**src/rtl/spi_frame_tx.sv**
```systemverilog
// spi_frame_tx: SPI mode-0 master that sends one frame per vsync rising edge.
// A frame is a header byte (frame counter) followed by up to MAX_BYTES payload bytes.
// Optional feature macro: SPI_TX_CRC_EN appends a CRC-8 (poly 0x07) byte before cs_n rises.
module spi_frame_tx #(
  parameter int unsigned CLK_DIV   = 112,
  parameter int unsigned MAX_BYTES = 64
) (
  input  logic       clk_27,
  input  logic       rst,
  input  logic       vsync,
  input  logic [7:0] tx_data,
  input  logic       tx_valid,
  output logic       tx_ready,
  output logic       sclk,
  output logic       mosi,
  output logic       cs_n,
  output logic       busy,
  output logic [7:0] frame_cnt,
  output logic       overrun
);

  localparam int unsigned   PW      = $clog2(CLK_DIV);
  localparam logic [PW-1:0] PH_LAST = PW'(CLK_DIV - 1);
  localparam logic [PW-1:0] PH_HALF = PW'(CLK_DIV / 2);
  localparam logic [7:0]    MAX_CNT = 8'(MAX_BYTES);

  typedef enum logic [2:0] {
    S_IDLE = 3'd0,
    S_HDR  = 3'd1,
    S_DATA = 3'd2,
`ifdef SPI_TX_CRC_EN
    S_CRC  = 3'd3,
`endif
    S_GAP  = 3'd4
  } state_t;

  state_t        state_q, state_d;
  logic          vsync_q;
  logic [PW-1:0] phase_q, phase_d;
  logic [2:0]    bit_q, bit_d;
  logic [7:0]    shift_q, shift_d;
  logic [7:0]    cnt_q, cnt_d;
  logic [7:0]    frame_cnt_q, frame_cnt_d;
  logic          overrun_q, overrun_d;
  logic          busy_q, busy_d;
  logic          cs_n_q, cs_n_d;
  logic          sclk_q, sclk_d;
  logic          mosi_q, mosi_d;
  logic          tx_ready_q, tx_ready_d;
  logic          rise, phase_wrap, accept, in_crc;

`ifdef SPI_TX_CRC_EN
  logic [7:0] crc_q, crc_d;

  // One byte of CRC-8, poly 0x07, MSB first.
  function automatic logic [7:0] crc8_byte(input logic [7:0] crc_in, input logic [7:0] data);
    logic [7:0] c;
    c = crc_in ^ data;
    for (int i = 0; i < 8; i++) begin
      c = c[7] ? (8'(c << 1) ^ 8'h07) : 8'(c << 1);
    end
    return c;
  endfunction

  assign in_crc = (state_q == S_CRC);
`else
  assign in_crc = 1'b0;
`endif

  assign rise       = vsync & ~vsync_q;
  assign phase_wrap = (phase_q == PH_LAST);
  assign accept     = tx_valid & tx_ready_q;

  // Next-state and registered-output logic.
  always_comb begin
    state_d     = state_q;
    phase_d     = phase_q;
    bit_d       = bit_q;
    shift_d     = shift_q;
    cnt_d       = cnt_q;
    frame_cnt_d = frame_cnt_q;
    busy_d      = busy_q;
    cs_n_d      = cs_n_q;
    sclk_d      = sclk_q;
    mosi_d      = mosi_q;
    tx_ready_d  = 1'b0;
    overrun_d   = overrun_q | (rise & (state_q != S_IDLE));
`ifdef SPI_TX_CRC_EN
    crc_d       = crc_q;
`endif
    if (state_q == S_IDLE) begin
      if (rise) begin
        state_d     = S_HDR;
        cs_n_d      = 1'b0;
        busy_d      = 1'b1;
        sclk_d      = 1'b0;
        shift_d     = frame_cnt_q;
        mosi_d      = frame_cnt_q[7];
        frame_cnt_d = frame_cnt_q + 8'd1;
        phase_d     = '0;
        bit_d       = 3'd0;
        cnt_d       = 8'd0;
`ifdef SPI_TX_CRC_EN
        crc_d       = crc8_byte(8'h00, frame_cnt_q);
`endif
      end
    end else if (state_q == S_GAP) begin
      cs_n_d = 1'b1;
      sclk_d = 1'b0;
      mosi_d = 1'b0;
      if (phase_wrap) begin
        phase_d = '0;
        state_d = S_IDLE;
        busy_d  = 1'b0;
      end else begin
        phase_d = phase_q + PW'(1);
      end
    end else if (state_q == S_HDR || state_q == S_DATA || in_crc) begin
      if (!phase_wrap) begin
        phase_d = phase_q + PW'(1);
      end else begin
        phase_d = '0;
        if (bit_q != 3'd7) begin
          bit_d   = bit_q + 3'd1;
          shift_d = {shift_q[6:0], 1'b0};
          mosi_d  = shift_q[6];
        end else if (!in_crc && accept) begin
          state_d = S_DATA;
          bit_d   = 3'd0;
          shift_d = tx_data;
          mosi_d  = tx_data[7];
          cnt_d   = cnt_q + 8'd1;
`ifdef SPI_TX_CRC_EN
          crc_d   = crc8_byte(crc_q, tx_data);
`endif
`ifdef SPI_TX_CRC_EN
        end else if (!in_crc) begin
          state_d = S_CRC;
          bit_d   = 3'd0;
          shift_d = crc_q;
          mosi_d  = crc_q[7];
`endif
        end else begin
          state_d = S_GAP;
          bit_d   = 3'd0;
          cs_n_d  = 1'b1;
          mosi_d  = 1'b0;
        end
      end
      sclk_d     = (state_d != S_GAP) && (phase_d >= PH_HALF);
      tx_ready_d = (state_d == S_HDR || state_d == S_DATA) && (phase_d == PH_LAST) &&
                   (bit_d == 3'd7) && (cnt_d < MAX_CNT);
    end else begin
      state_d = S_IDLE;
      busy_d  = 1'b0;
      cs_n_d  = 1'b1;
      sclk_d  = 1'b0;
      mosi_d  = 1'b0;
    end
  end

  // State and output registers.
  always_ff @(posedge clk_27 or posedge rst) begin
    if (rst) begin
      state_q     <= S_IDLE;
      vsync_q     <= 1'b0;
      phase_q     <= '0;
      bit_q       <= 3'd0;
      shift_q     <= 8'd0;
      cnt_q       <= 8'd0;
      frame_cnt_q <= 8'd0;
      overrun_q   <= 1'b0;
      busy_q      <= 1'b0;
      cs_n_q      <= 1'b1;
      sclk_q      <= 1'b0;
      mosi_q      <= 1'b0;
      tx_ready_q  <= 1'b0;
`ifdef SPI_TX_CRC_EN
      crc_q       <= 8'd0;
`endif
    end else begin
      state_q     <= state_d;
      vsync_q     <= vsync;
      phase_q     <= phase_d;
      bit_q       <= bit_d;
      shift_q     <= shift_d;
      cnt_q       <= cnt_d;
      frame_cnt_q <= frame_cnt_d;
      overrun_q   <= overrun_d;
      busy_q      <= busy_d;
      cs_n_q      <= cs_n_d;
      sclk_q      <= sclk_d;
      mosi_q      <= mosi_d;
      tx_ready_q  <= tx_ready_d;
`ifdef SPI_TX_CRC_EN
      crc_q       <= crc_d;
`endif
    end
  end

  assign tx_ready  = tx_ready_q;
  assign sclk      = sclk_q;
  assign mosi      = mosi_q;
  assign cs_n      = cs_n_q;
  assign busy      = busy_q;
  assign frame_cnt = frame_cnt_q;
  assign overrun   = overrun_q;

endmodule

```
**config.mk**
```make
export PLATFORM = sky130hd
export DESIGN_NAME = spi_frame_tx
export DESIGN_NICKNAME = d
export VERILOG_FILES = /design/src/rtl/spi_frame_tx.sv
export SDC_FILE = /design/constraint.sdc
export NUM_CORES = 1
export LEC_CHECK = 0
export ABC_AREA = 1
export ABC_CLOCK_PERIOD_IN_PS = 1450
export BUFFER_PORTS_ARGS = -buffer_cell sky130_fd_sc_hd__buf_2
export CORE_ASPECT_RATIO = 0.8
export CORE_MARGIN = 3
export CORE_UTILIZATION = 53
export CTS_CLUSTER_SIZE = 10
export DETAILED_ROUTE_END_ITERATION = 10
export PLACE_DENSITY = 0.85
export SLEW_MARGIN = 20
export SYNTH_ARGS = -nofsm -noshare
export SYNTH_HDL_FRONTEND = slang
export SYNTH_SLANG_ARGS = --single-unit
```
**constraint.sdc**
```tcl
create_clock -name clk_27 -period 1.45 [get_ports clk_27]
set_input_delay 0.0725 -clock clk_27 [delete_from_list [all_inputs] [get_ports clk_27]]
set_output_delay 0.0725 -clock clk_27 [all_outputs]
set_load 0.005 [all_outputs]
```
==> impl_metrics.ini, run 1 <==
[routing]
antenna_left = 0
drt-total-wl_um = 10160
wl_per_cell_um = 22.08
vias_per_cell = 6.563
drc = 0
vias = 3019
drt_iter0_drc = 476
drtPass1Iterations = 7

[worst_hold_path]
worstHoldPathCells = 3
hold_class = in -> reg
min-delay-start = tx_data[0]
holdPathEnd = shift_q[0]

[place]
pre_cts_ws_ns = -0.2332
place_inst = 427
hpwlAfterDp_um = 4573
place.port_buffers = 25
gp_congestion = 0.9459

[critical_path]
worstSetupPathType = reg -> reg
crit_slowest_cell = dfrtp_1
reg2reg_to = tx_ready
arrival_ns = 2.14
reg2reg_depth = 9
cp.required_ns = 1.69
worst-path-buf-inv = 1
cpPeakStageDelay_ns = 0.47
start_kind = register
path_max_fanout = 4
worstPathCellList = buf_4 -> nand3_1 -> o21ai_0 -> nand3_1 -> nor2_1 -> nand2_1 -> nor2_1 -> nand2_1 -> nor2_2
timing.rr.start = phase_q[2]
r2r_slack_ns = -0.45
path_delay_family = simple AND/OR/NAND/NOR gates
critPathCaptureType = register

[synthesis]
yosysTopAreaCell = dfrtp_1
yosysMostFrequentCell = nand2_1
avgSynthCellArea_sq_um = 7.885
ys_warn_count = 0
synth_seq_cells = 43
synth_flop_cell = dfrtp_1
syn_area_sq_um = 2429
ys_seq_area_frac = 0.4436
yosys-top-cells-area = dfrtp_1, nand2_1, inv_1, nor2_1, nand3_1
yosysTopAreaCellShare = 0.4328
synthArstFlopShare = 1.000
syn_nets = 327
synth_cells = 308
synth_commonest_cells = nand2_1, dfrtp_1, inv_1
synth_edf_count = 0
ys_types = 33

[die]
io_pins = 26
die_h_um = 66.55
die_area_sq_um = 5435
rows = 21
core_sq_um = 4309
initial_utilization = 0.5636
die_x_um = 81.68

[timing]
period_needed_ns = 1.899
slew_headroom = 0.7449
worst_pin_slew_ns = 0.3827
report.final.setup_viol = 37
fin_crit_sh = 1.309
fin_skew_ns = 0.005910
worst_slack_ns = -0.4485
slew_violations = 0
setup_tns_ns = -7.220
rsz0062_at_grt = true
hold_slack_ns = 0.1385
max_freq_mhz = 526.7
hold_viol = 0

[finish]
antenna_cells = 0
area_growth_pct = 49.56
layout-drive-gt1-share = 0.4243
nets = 421
final_cells = 460

[global_routing]
grt_pass1_wl_um = 12500
grt_overflow_total = 0
grt_use_total = 0.3084
grt_pass1_vias = 2511
grt_max_degree = 44
antenna_found_initial = 1

[clocking]
cts.sinks = 43
htreeDepth = 2
clockRootBuffer = clkbuf_8
cts-buffers-inserted = 5
path_clk_slew_ns = 0.08
cts_buffer_depth = 2
clk_latency_ns = 0.30
cts_tree = done

[run_status]
violations = setup timing
outcome = finished, violations left

[flow_run]
maxCapViolations = 0

[power]
ir_worst_vdd_v = 0.001013
p_leak_nw = 1.778
power_density_nw_per_um2 = 1018
worst max-delay path by stage:
stage          startpoint       end  slack, ns  cells after the start
2_1_floorplan  phase_q[1]  tx_ready      -0.05                     12
3_3_place_gp     bit_q[0]  cnt_q[7]      -0.21                      8
3_5_place_dp     bit_q[0]  cnt_q[7]      -0.23                      8
4_1_cts          bit_q[0]  tx_ready      -0.15                     13
5_1_grt        phase_q[0]  tx_ready      -0.45                     12
6_report       phase_q[2]  tx_ready      -0.45                      9
timing repair:
action / CTS / global route
hold buffers: 2 / 0
endpoints found under the hold margin: 43 / 0
pin swaps: 15 / 19
gates cloned: 1 / 0
setup buffers: 13 / 11
endpoints found under the setup margin: 32 / 39
gates resized for setup: 30 / 61
cells by family after synthesis:
family,share of synthesized area
flip-flops,0.4436
AND/OR/NAND/NOR,0.2890
adder cells (fa/ha/maj),0.03606
XOR/XNOR,0.02885
AO/OA/AOI/OAI,0.1237
buffers and inverters,0.07883
layout make-up:
class                           count  area [sq um]
Multi-Input combinational cell    218          1485
Sequential cell                    43          1080
Timing Repair Buffer               90         713.2
Fill cell                         188         676.9
Inverter                           44         178.9
Clock buffer                        7         96.34
Tap cell                           57         71.32
Clock inverter                      1         7.507
cell usage in the layout, fill, tap and decap left out, drive strengths merged, types with 3 or more instances in the layout:
cell type / count
buf: 88
nand2: 80
inv: 43
dfrtp: 42
nor2: 39
o21ai: 25
nand3: 23
a21oi: 8
clkbuf: 7
ha: 7
o211ai: 6
o22ai: 6
xor2: 5
nand4: 4
nor3: 4
a31oi: 3
xnor2: 3
sequential cells by signal, summed over array words and instances (netlist names):
| register | count |
|---|---|
| mosi | 1 |
| busy | 1 |
| sclk | 1 |
| cnt_q | 8 |
| state_q | 3 |
| vsync_q | 1 |
| bit_q | 3 |
| phase_q | 7 |
| cs_n | 1 |
| overrun | 1 |
| shift_q | 7 |
| tx_ready | 1 |
| frame_cnt | 8 |
worst reg2reg max path: stages, from the launching register on:
cell     delay [ns]
dfrtp_1        0.47
buf_4          0.18
nand3_1        0.16
o21ai_0        0.28
nand3_1        0.21
nor2_1         0.19
nand2_1        0.07
nor2_1         0.10
nand2_1        0.08
nor2_2         0.09
power by group:
part,internal (W),switching (W)
Clock,0.000433,0.000425
Combinational,0.000484,0.000721
Sequential,0.00142,0.000218
Total,0.00234,0.00136
through the flow:
| stage | total power [W] | instance area (sq um) | utilization |
|---|---|---|---|
| 2_1_floorplan | 0.002076 | 2445 | - |
| 4_1_cts | 0.003394 | 3296 | 0.7648 |
| 6_report | 0.003699 | 3632 | 0.8429 |
| 5_1_grt | 0.003834 | 3632 | 0.8429 |
| 3_3_place_gp | 0.002426 | 2947 | 0.6838 |
| 3_5_place_dp | 0.002482 | 2947 | 0.6838 |
layer usage:
layer	wire, um	vias up	GRT usage
li1	-	1198	-
met1	3572	1408	0.4047
met3	1189	91	0.06622
met5	13	-	0
met4	662	2	0.1452
met2	4718	320	0.4858
Power figures use the tool's default switching activity.
==> run 2: changes to the inputs <==
--- a/config.mk
+++ b/config.mk
@@ -5,7 +5,6 @@
 export SDC_FILE = /design/constraint.sdc
 export NUM_CORES = 1
 export LEC_CHECK = 0
-export ABC_AREA = 1
 export ABC_CLOCK_PERIOD_IN_PS = 1450
 export BUFFER_PORTS_ARGS = -buffer_cell sky130_fd_sc_hd__buf_2
 export CORE_ASPECT_RATIO = 0.8
==> run 2 against run 1 <==
Compared with the run above:
- the flow now stops in 5_1_grt
- synthesized area shrank 0.77%
- synthesized cell count shrank 19%
==> impl_metrics.ini, run 2 <==
[synthesis]
synth_seq_cells = 43
yosysMostFrequentCell = dfrtp_1
synth_flop_cell = dfrtp_1
ys_types = 53
yosysTopAreaCell = dfrtp_1
yosys-top-cells-area = dfrtp_1, o21ai_0, nand2_1, mux2_2, ha_1
yosysTopAreaCellShare = 0.4361
synth_cells = 249
syn_nets = 268
synthArstFlopShare = 1.000
syn_area_sq_um = 2410
synth_edf_count = 0
avgSynthCellArea_sq_um = 9.678
ys_warn_count = 0
ys_seq_area_frac = 0.4470
synth_commonest_cells = dfrtp_1, nand2_1, o21ai_0

[timing]
worst-ep-kind = register data pin
postGrtWorstEndpoint = tx_ready$_DFF_PP0_/D

[global_routing]
grt_max_degree = 44
grt_use_total = 0.6894
grt_overflow_total = 14

[run_status]
lastStage = 5_1_grt
error = [ERROR GRT-0232] Routing congestion too high. Check the congestion heatmap in the GUI.
outcome = did not finish

[place]
hpwlAfterDp_um = 5126
gp_congestion = 0.8831
place.port_buffers = 25

[clocking]
cts.sinks = 43
cts_buffer_depth = 2
cts-buffers-inserted = 5
htreeDepth = 2
clockRootBuffer = clkbuf_8

[die]
initial_utilization = 0.5627
die_h_um = 66.31
rows = 21
io_pins = 26
die_x_um = 81.39
==> run 2: metal layers <==
metal	GRT overflow	global-route usage
met1	0	0.6672
met2	12	0.8506
met3	0	0.5640
met4	2	0.7004
met5	0	0.1778
==> run 2: metrics by stage <==
| step | setup TNS (ns) | instances | cell area [sq um] | hold slack, ns | worst slack (ns) |
|---|---|---|---|---|---|
| CTS | -8.192 | 429 | 3825 | 0.1910 | -0.4613 |
| detailed placement | -11.06 | 391 | 3158 | 0.2347 | -0.4886 |
| global placement | -8.810 | 391 | 3158 | 0.2251 | -0.4292 |
| floorplan | -5.496 | 249 | 2504 | 0.1039 | -0.4627 |
==> run 2: kinds of logic after synthesis <==
family / Yosys count / share of synthesized area
flip-flops: 43 / 0.4470
adder cells (fa/ha/maj): 7 / 0.03634
AND/OR/NAND/NOR: 93 / 0.2082
buffers and inverters: 15 / 0.02699
AO/OA/AOI/OAI: 64 / 0.1719
multiplexers: 14 / 0.06231
XOR/XNOR: 13 / 0.04725
==> run 2: repair_timing <==
item,CTS
gates cloned,1
endpoints found under the hold margin,43
buffers inserted,29
resized for setup,98
setup endpoints to repair,40
pin swaps,36
hold buffers,2
==> run 3: changes to the inputs <==
==> config.mk (replaced) <==
export PLATFORM = sky130hd
export DESIGN_NAME = spi_frame_tx
export DESIGN_NICKNAME = d
export VERILOG_FILES = /design/src/rtl/spi_frame_tx.sv
export SDC_FILE = /design/constraint.sdc
export NUM_CORES = 1
export LEC_CHECK = 0
export ABC_CLOCK_PERIOD_IN_PS = 1890
export BUFFER_PORTS_ARGS = -buffer_cell sky130_fd_sc_hd__buf_2
export CORE_MARGIN = 3
export CORE_UTILIZATION = 40
export DETAILED_ROUTE_END_ITERATION = 10
export PLACE_DENSITY_LB_ADDON = 0.15
export SLEW_MARGIN = 20
export SYNTH_ARGS = -nofsm -noshare
export SYNTH_HDL_FRONTEND = slang
export SYNTH_SLANG_ARGS = --single-unit
==> constraint.sdc (replaced) <==
create_clock -name clk_27 -period 1.89 [get_ports clk_27]
set_input_delay 0.0945 -clock clk_27 [delete_from_list [all_inputs] [get_ports clk_27]]
set_output_delay 0.0945 -clock clk_27 [all_outputs]
set_load 0.005 [all_outputs]
==> run 3 against run 2 <==
Compared with the run above:
- the flow now finishes, with violations (setup timing)
- synthesized area did not move
- synthesized cell count did not move
==> impl_metrics.ini, run 3 <==
[run_status]
outcome = finished, violations left
violations = setup timing

[flow_run]
maxCapViolations = 0

[synthesis]
synthAdderAreaFrac = 0.03634
synth_top_family_by_area = simple AND/OR/NAND/NOR gates
synth_compound_area_frac = 0.1719
syn_area_sq_um = 2410
synthSimpleGateAreaFrac = 0.2082
yosys-top-cells-area = dfrtp_1, o21ai_0, nand2_1, mux2_2, ha_1
yosysTopAreaCell = dfrtp_1
synth_seq_cells = 43
ys_types = 53
ys_warn_count = 0
avgSynthCellArea_sq_um = 9.678
synth_flop_cell = dfrtp_1
synthArstFlopShare = 1.000
synth_commonest_cells = dfrtp_1, nand2_1, o21ai_0
synth_cells = 249
yosysTopAreaCellShare = 0.4361
syn_nets = 268
synth_edf_count = 0
synth_xor_area_frac = 0.04725
yosysMostFrequentCell = dfrtp_1
ys_seq_area_frac = 0.4470
synthMuxAreaShare = 0.06231

[timing]
fin_crit_sh = 1.014
max_freq_mhz = 521.8
period_needed_ns = 1.916
report.final.setup_viol = 2
hold_slack_ns = 0.2210
fin_skew_ns = 0.009088
slew_violations = 0
setup_tns_ns = -0.03845
hold_viol = 0
rsz0062_at_grt = true
slew_headroom = 0.6414
worst_pin_slew_ns = 0.5379
worst_slack_ns = -0.02637

[global_routing]
grt_pass1_wl_um = 10270
antenna_found_initial = 0
grt_pass1_vias = 2031
grt_use_total = 0.1767
grt_overflow_total = 0
grt_max_degree = 44

[finish]
stdcell_area_sq_um = 3042
multi_input_area_sq_um = 1328
ff_latch_area_sq_um = 1079
nets = 332
final_cell_mix = dfrtp_1, buf_4, nand2_1
mostFrequentLayoutCell = dfrtp_1
layout-drive-gt1-share = 0.3121
antenna_cells = 0
area_growth_pct = 26.22
fill_cells = 543

[place]
hpwlAfterDp_um = 4414
gp_congestion = 0.8168
place.port_buffers = 25
placed_area_sq_um = 2878

[clocking]
cts_buffer_depth = 2
cts.sinks = 43
cts-buffers-inserted = 5
htreeDepth = 2
path_clk_slew_ns = 0.09
clk_latency_ns = 0.30
clockRootBuffer = clkbuf_8
cts_tree = done

[die]
io_pins = 26
rows = 27
core_sq_um = 5675
initial_utilization = 0.4246
die_x_um = 83.62
die_area_sq_um = 6991
die_h_um = 83.62

[worst_hold_path]
min-delay-start = tx_data[1]
hold_class = in -> reg

[routing]
vias = 2101
drc = 0
drtPass1Iterations = 4
drt_iter0_drc = 134
wl_per_cell_um = 15.14
vias_per_cell = 5.443
drt-total-wl_um = 5843
antenna_left = 0

[power]
power_density_nw_per_um2 = 519.7
power.total_w = 0.001581
p_leak_nw = 1.331
ir_worst_vdd_v = 0.0005909

[critical_path]
crit_slowest_cell = or4_4
worstSetupPathType = reg -> reg
path_delay_family = simple AND/OR/NAND/NOR gates
cpPeakStageDelay_ns = 0.51
path_max_fanout = 4
crit_path_start = bit_q[0]
start_kind = register
worstPathCellList = ha_2 -> ha_4 -> nand3_2 -> or4_4 -> or4b_1 -> nand2_1
timing.rr.start = bit_q[0]
worst-path-buf-inv = 0
r2r_slack_ns = -0.03
arrival_ns = 2.15
critPathCaptureType = register
cp.required_ns = 2.12
## run 3: cell counts after synthesis
No cell type changed its count.
## run 3: path summary, 6_finish.rpt
check | endpoint | cells past startpoint
setup / recovery | cnt_q[2] | 6
hold reg to reg | overrun | 1
max in group asynchronous | state_q[1] | 4
hold / removal | shift_q[1] | 4
setup reg to reg | cnt_q[2] | 6
min in group asynchronous | tx_ready | 4
## run 3: tightest hold or removal path, delay by kind of cell
kind | cells | cell delay [ns]
multiplexers | 2 | 0.19
AO/OA/AOI/OAI | 1 | 0.13
buffers and inverters | 1 | 0.08
## run 3: routing by layer
layer	global-route usage	routed length, um	vias up	part of all wire
li1	-	-	1043	-
met1	0.2646	2941	1025	0.50
met2	0.2711	2685	28	0.46
met3	0.02665	166	5	0.028
met4	0.03509	51	0	0.0087
met5	0	0	-	0
## run 3: cell type report
cell class                      count  area share
Multi-Input combinational cell    191      0.4364
Sequential cell                    43      0.3546
Timing Repair Buffer               66      0.1440
Tap cell                           72     0.02962
Clock buffer                        6     0.02386
Inverter                            6    0.007404
Clock inverter                      2    0.004114
## run 3: what timing repair did
item | 4_1_cts | 5_1_grt
hold buffers | 2 | 0
setup buffers | 2 | 0
hold endpoints to repair | 43 | 0
pin swaps | 3 | 2
setup endpoints to repair | 2 | 13
resized for setup | 5 | 6
## run 3: power by group
part	total [W]	internal, W	switching [W]
Clock	0.000586	0.000259	0.000327
Combinational	0.0000602	0.0000257	0.0000345
Sequential	0.000934	0.000929	0.00000544
Total	0.00158	0.00121	0.000367
## run 3: per-stage QoR
stage	setup WS [ns]	util	std cells
floorplan	-0.03582	-	249
global placement	-0.1122	0.5071	374
detailed placement	-0.1375	0.5071	374
CTS	-0.08110	0.5324	386
global route	-0.1088	0.5359	386
finish	-0.02637	0.5359	386
## run 3: logic make-up after synthesis
logic type | after synthesis
AOI/OAI and AO/OA | 64
DFF | 43
xor gates and xnor gates | 13
and+or+nand+nor | 93
adders and majority gates | 7
buffers and inverters | 15
muxes | 14
